**config.mk**
```make
export PLATFORM = sky130hd
export DESIGN_NAME = cb_vm_seq
export DESIGN_NICKNAME = d
export VERILOG_FILES = /design/src/rtl/cb_vm_seq.sv
export SDC_FILE = /design/constraint.sdc
export NUM_CORES = 1
export LEC_CHECK = 0
export ABC_AREA = 0
export ABC_CLOCK_PERIOD_IN_PS = 13660
export BUFFER_PORTS_ARGS = -buffer_cell sky130_fd_sc_hd__buf_4
export CORE_MARGIN = 1.5
export CORE_UTILIZATION = 35
export DETAILED_ROUTE_END_ITERATION = 8
export GPL_TIMING_DRIVEN = 0
export HOLD_SLACK_MARGIN = 0.12
export PLACE_DENSITY = 0.65
export SLEW_MARGIN = 10
export SYNTH_ARGS = -nofsm -noshare
export SYNTH_HDL_FRONTEND = slang
export SYNTH_SLANG_ARGS = --single-unit
```
**constraint.sdc**
```tcl
create_clock -name clk -period 13.66 [get_ports clk]
set_input_delay 1.366 -clock clk [delete_from_list [all_inputs] [get_ports clk]]
set_output_delay 1.366 -clock clk [all_outputs]
set_load 0.03 [all_outputs]
```
**src/rtl/cb_vm_seq.sv**
```systemverilog
// Sequencer for the covariance-buffer vector-move path: walks a range of row groups,
// issues three CB accesses per group (dense or sparse), then drains the L-deep shift.
module cb_vm_seq #(
  parameter int L       = 4,
  parameter int CB_AW   = 19,
  parameter int ROW_LEN = 10
) (
  input  logic               clk,
  input  logic               sys_rst,
  input  logic               start,
  input  logic               mode,
  input  logic [ROW_LEN-1:0] group_base,
  input  logic [ROW_LEN-1:0] group_num,
  input  logic               hold,
  input  logic [CB_AW-1:0]   cb_base_addr,
  output logic               busy,
  output logic               done,
  output logic [ROW_LEN-1:0] group_cnt,
  output logic               agd_en,
  output logic               ena_new,
  output logic [CB_AW-1:0]   addr_new
);

  localparam int DW = (L > 1) ? $clog2(L) : 1;

  typedef enum logic [2:0] {IDLE, LOAD, ISSUE, GAP, DRAIN, DONE} state_t;

  state_t             state, state_n;
  logic               mode_q;
  logic [ROW_LEN-1:0] base_q, num_q;
  logic [ROW_LEN-1:0] g, g_n;
  logic [ROW_LEN:0]   g_inc;
  logic [1:0]         k, k_n;
  logic [DW-1:0]      drn, drn_n;
  logic               held, last_grp, issue_n;
  logic [ROW_LEN-1:0] grp_base_sel;

  // hold only freezes the sequencing states; IDLE and DONE always advance
  assign held     = hold && (state == LOAD || state == ISSUE || state == GAP || state == DRAIN);
  assign g_inc    = {1'b0, g} + {{ROW_LEN{1'b0}}, 1'b1};
  assign last_grp = g_inc >= {1'b0, num_q};
  assign issue_n  = !held && (state_n == ISSUE);
  assign grp_base_sel = (state == IDLE) ? group_base : base_q;

  always_comb begin
    state_n = state;
    g_n     = g;
    k_n     = k;
    drn_n   = drn;
    if (!held) begin
      case (state)
        IDLE: if (start) begin
          g_n     = '0;
          k_n     = '0;
          drn_n   = '0;
          state_n = (group_num == '0) ? DONE : LOAD;
        end
        LOAD: begin
          state_n = ISSUE;
          k_n     = '0;
        end
        ISSUE, GAP: begin
          if (state == ISSUE && mode_q) begin
            state_n = GAP;
          end else if (k != 2'd2) begin
            k_n     = k + 2'd1;
            state_n = ISSUE;
          end else if (last_grp) begin
            state_n = DRAIN;
            drn_n   = '0;
          end else begin
            state_n = LOAD;
            g_n     = g_inc[ROW_LEN-1:0];
          end
        end
        DRAIN: begin
          if (drn == DW'(L - 1)) state_n = DONE;
          else                   drn_n   = drn + DW'(1);
        end
        DONE:    state_n = IDLE;
        default: state_n = IDLE;
      endcase
    end
  end

  // outputs are registered from the next-state values so they line up with the state they name
  always_ff @(posedge clk or negedge sys_rst) begin
    if (!sys_rst) begin
      state     <= IDLE;
      mode_q    <= 1'b0;
      base_q    <= '0;
      num_q     <= '0;
      g         <= '0;
      k         <= '0;
      drn       <= '0;
      busy      <= 1'b0;
      done      <= 1'b0;
      group_cnt <= '0;
      agd_en    <= 1'b0;
      ena_new   <= 1'b0;
      addr_new  <= '0;
    end else begin
      state <= state_n;
      g     <= g_n;
      k     <= k_n;
      drn   <= drn_n;
      if (state == IDLE && start) begin
        mode_q <= mode;
        base_q <= group_base;
        num_q  <= group_num;
      end
      if (!held && state_n == LOAD) group_cnt <= grp_base_sel + g_n;
      busy     <= (state_n == LOAD) || (state_n == ISSUE) || (state_n == GAP) || (state_n == DRAIN);
      done     <= (state_n == DONE);
      agd_en   <= held ? agd_en : ((state_n == ISSUE || state_n == GAP) && k_n == 2'd1);
      ena_new  <= issue_n;
      addr_new <= issue_n ? cb_base_addr + CB_AW'(k_n) : '0;
    end
  end

endmodule
```
-- Yosys cells after proc, flatten, opt, wreduce, memory -nomap -nowiden
Index checks and enable logic that the tools add are counted.
- shifts and indexed selects: 0
- div/mod/pow operators: 0
- $add $sub $neg: 5
- mux-type cells: 27
- reduce and logical (&&, ||, !) cells: 19
- $mul: 0
- bitwise logic cells: 1
- $lt $le $gt $ge: 1
- equality and inequality tests: 17
- operator list (cell ; number):
    10-bit two-way mux ; 6
    3-bit two-way mux ; 7
    10-bit one-hot mux with 2 select lines ; 1
    19-bit by 2-bit adder with 19-bit output ; 1
    19-bit two-way mux ; 1
    2-bit two-way mux ; 9
    3-bit by 2-bit == test with 1-bit output (second input constant) ; 4
    2-bit != test (second input constant) ; 6
    2-bit one-hot mux with 3 select lines ; 2
    3-bit one-hot mux with 4 select lines ; 1
    10-bit by 1-bit adder with 11-bit output (second input constant) ; 1
    11-bit by 10-bit >= comparator with 1-bit output ; 1
    10-bit adder ; 1
    10-bit logical NOT ; 1
    3-bit == test (second input constant) ; 3
    1-bit logical OR ; 7
    7-bit AND reduction ; 1
    3-bit by 1-bit == test with 1-bit output (second input constant) ; 2
    1-bit logical AND ; 6
    2-bit by 1-bit adder with 2-bit output (second input constant) ; 2
    3-bit logical NOT ; 1
    3-bit nonzero test ; 1
    2-bit by 1-bit == test with 1-bit output (second input constant) ; 1
    2-bit == test (second input constant) ; 1
    other kinds (3) ; 3
- memories: 0
- latch bits: 0
- word-level logic and storage cells: 83
- RAM bits: 0
- output and inout bits: 33
- memory bits (read-only): 0
- register bits after elaboration: 71

-- Logic depth before layout (Yosys ltp)
- word-level depth: 11
- gate-level depth with buffers: 22

-- Least setup slack after synthesis
OpenSTA, ideal clock, no wires.
- path type: reg2reg
- start: reg g[0]
- end: reg group_cnt[9]
- buffers on the path: 0
- arrival: 4.504 ns
- setup slack: 9.064 ns
- required time: 13.568 ns
- cell stages (with the launch flop): 21
- path through: dfrtp_1 ha_1 and3_1 and3_1 xor2_1 ha_1 a21oi_1 and3_1 o21ai_1 a2111oi_4 o21bai_1 a22oi_1 inv_1 ha_1 a21o_1 a21oi_1 o21ai_0 o41ai_1 o21ai_0 and4_1 o31ai_2
- RTL lines (element ; RTL line ; text):
    start: declaration ; 31 ; logic [ROW_LEN-1:0] g, g_n;
    start signal: assignment ; 104 ; g <= g_n;
    10-bit by 1-bit adder with 11-bit output * ; 40 ; assign g_inc = {1'b0, g} + {{ROW_LEN{1'b0}}, 1'b1};
    11-bit by 10-bit >= comparator with 1-bit output ; 41 ; assign last_grp = g_inc >= {1'b0, num_q};
    10-bit two-way mux * ; 68 ; end else if (last_grp) begin
    10-bit two-way mux * ; 65 ; end else if (k != 2'd2) begin
    10-bit two-way mux * ; 63 ; if (state == ISSUE && mode_q) begin
    10-bit one-hot mux with 2 select lines * ; 51 ; case (state)
    10-bit two-way mux * ; 50 ; if (!held) begin
    named net g_n[1] ; 31 ;
    10-bit adder * ; 112 ; if (!held && state_n == LOAD) group_cnt <= grp_base_sel + g_n;
    end signal: assignment ; 112 ;
    end: declaration ; 18 ; output logic [ROW_LEN-1:0] group_cnt,
Mark *: on every way through the listed nets, which the timed path passes. The rest lies on a longest branch.
A chain may end at the register's enable or synchronous reset.

-- Worst setup path in the final report
Ends and elaborated chain as after synthesis.

==> run metrics <==
count of nets after finishing=about 600; routed wire length=10.2 mm; Global Route Usage Sum=0.166; DR pass1 iterations=4; Syn. warnings=0; Starting Density=0.360; Yosys top cell by area=dfrtp_1; DR vias=between 3000 and 4000; CTS buffer count=9; Hold WS=approximately 0.50 ns; I/O pins=77; CP startpoint kind=register; Final Hold Vio Count=0; worst min path class=register to register; post-synthesis sequential area ratio=0.411; ANT cells=0; depth of the CTS H-tree=3; Worst Skew=between 0.007 and 0.008 ns; vias in the first global route=~3500; Worst path slowest cell=o41ai_1; Post-Syn Area=approximately 4300 µm²; cell-by-cell trace of the critical path=ha_1 > and3_1 > and3_1 > xor2_1 > ha_1 > a21oi_1 > and3_1 > o21ai_1 > a211o_4 > nor3_1 > a22oi_1 > inv_1 > ha_1 > a21o_1 > a21oi_1 > o21ai_0 > o41ai_1 > o21ai_0 > and4_1 > o31ai_2; Post-DP Area=between 5000 and 6000 µm²; antenna violations before repair=0; # DRC=0; min cycle time layout=approximately 5.2 ns; Total Die Area=~13000 µm²; Worst VDD drop=about 120 µV; Worst Setup End Kind=register; largest buffer count on any clock path=2; CTS tree=done; syn_nets=515; post-route cell area=approximately 5400 µm²; most frequent cell after synthesis=dfrtp_1; row count=40; commonest cells in the netlist=71 x dfrtp_1, 41 x nand2_1, 39 x o21ai_0, 37 x nor2_1, 28 x inv_1; Antenna Nets Post-Route=0; outcome=complete, no violations; pre-CTS setup slack=~8.5 ns; Largest stage delay, worst path=0.45 ns; worst-margin pin slew=between 0.9 and 1 ns; largest fanout on the critical path=6; first-pass GRT wire length=16.9 mm; number of enable flip-flop cells after synthesis=0; CP arrival=~5.5 ns; Final setup violation count=0; Clock Tree Root=clkbuf_16; die height=about 110 µm; synthesized area per cell=9.74 µm²; clock slew at reported path FFs=roughly 0.060 ns; cts repair resizes=0; Synth cell types=59; DRT iter0 DRCs=approximately 170; Hold Buf Count CTS=0; die width=roughly 110 µm; GP Congestion=between 0.8 and 0.9; routed len/inst=between 10 and 15 µm; fmax=just under 200 MHz; total power draw=~1.1 mW; max cap viols=0; core area=roughly 12000 µm²; worst setup margin=8.46 ns; Area growth syn-to-layout=24.4%; Worst-Skew Late Latency=between 0.3 and 0.4 ns; Static Leak=roughly 2.5 nW; Final HPWL DP=just under 8 mm; FFs w/ async S/R, synth=1.00; layout cell share with drive strength beyond 1=0.254; post-synthesis register bit count=between 70 and 80; RSZ-0062 raised after global routing=false; Tcrit/Tclk final=0.381; Synth top area share=0.411; Mapped Cells=~440; WP data required=13.91 ns; routed vias/inst=between 5 and 6; Slew HR=0.390; Fin Setup TNS=0 ns; postcts setup bufs=0; clock sinks=71; Cell Pwr Density=212 nW/µm²; IO buf count=76; Slew Limit Fails=0; gr ovfl total=0; largest net degree at the start of global routing=a little over 70; synth top area cells=dfrtp_1 41%, ha_1 7.2%, mux2_2 7.0%; Top FF cell, synth=dfrtp_1; CP Class=register to register
## flip-flops by register name, summed over array words and instances (netlist names)
| register | cells |
|---|---|
| agd_en | 1 |
| drn | 2 |
| base_q | 10 |
| g | 10 |
| num_q | 10 |
| k | 2 |
| state | 3 |
| busy | 1 |
| done | 1 |
| mode_q | 1 |
| ena_new | 1 |
| addr_new | 19 |
| group_cnt | 10 |
## path summary, 6_finish.rpt
path	to	slack [ns]	cells past startpoint	from
setup / recovery	group_cnt[9]$_DFFE_PN0P_	8.46	20	g[0]$_DFF_PN0_
hold / removal	drn[1]$_DFFE_PN0P_	0.50	1	drn[1]$_DFFE_PN0P_
setup reg to reg	group_cnt[9]$_DFFE_PN0P_	8.46	20	g[0]$_DFF_PN0_
hold reg to reg	drn[1]$_DFFE_PN0P_	0.50	1	drn[1]$_DFFE_PN0P_
max in group asynchronous	busy$_DFF_PN0_	11.89	1	sys_rst
min in group asynchronous	group_cnt[4]$_DFFE_PN0P_	1.14	1	sys_rst
## layout by cell type (no fill, tap or decap), types with 5 or more instances in the layout
master	synthesis	layout
xor2_1	19	19
ha_1	25	25
a21oi_1	21	21
clkbuf_1	14	15
o21ai_0	39	39
nand3_1	13	13
clkbuf_16	0	9
xnor2_1	12	12
nand2_1	41	41
inv_1	28	28
dfrtp_1	71	71
nor2_1	37	37
nand2b_1	6	6
nor3_1	5	5
and3_1	8	8
mux2_2	27	27
nand4_1	5	5
buf_4	0	76
## metrics by stage
step           utilization  instances
6_report             0.448        682
5_1_grt              0.448        682
3_3_place_gp         0.423        667
3_5_place_dp         0.423        667
4_1_cts              0.448        682
2_1_floorplan            -        444
## area by class of cell
type	count	area, µm²
fillers	1167	6640
well taps	147	184
clock buffers	12	256
multi-input cells	329	2380
plain buffers	16	61.3
flip-flops and latches	71	1780
inverters	28	105
repair buffers	76	571
clock inverters	3	42.5
## power by group
part / switching, mW / internal, mW / leakage, nW
Clock: 0.0882 / 0.150 / 0.145
Sequential: 0.0410 / 0.286 / 0.910
Combinational: 0.339 / 0.236 / 1.46
## cells by family (layout without fill, tap and decap cells)
| family | count (synthesis) | in the layout | synth area share |
|---|---|---|---|
| AND/OR/NAND/NOR | 142 | 142 | 0.170 |
| AO/OA/AOI/OAI | 98 | 98 | 0.157 |
| flip-flops | 71 | 71 | 0.411 |
| buffers and inverters | 44 | 135 | 0.0385 |
| XOR/XNOR | 31 | 31 | 0.0628 |
| multiplexers | 31 | 31 | 0.0796 |
| adder cells (fa/ha/maj) | 27 | 27 | 0.0816 |
## critical path: cells and delay by family, from the launching register on
| family | cells | cell delay (ns) |
|---|---|---|
| compound gates | 10 | 2.35 |
| simple gates | 5 | 1.20 |
| fa+ha+maj | 3 | 0.86 |
| flops | 1 | 0.42 |
| xor+xnor | 1 | 0.15 |
| buf+inv | 1 | 0.11 |
## layer usage
| metal | vias to the layer above | global-route usage | wire [µm] |
|---|---|---|---|
| met2 | 88 | 0.273 | 4830 |
| li1 | 1737 | - | - |
| met3 | 10 | 0.0249 | 447 |
| met4 | 0 | 0.0750 | 151 |
| met1 | 1709 | 0.216 | 4750 |
| met5 | - | 0 | 0 |
Power figures use the tool's default switching activity.
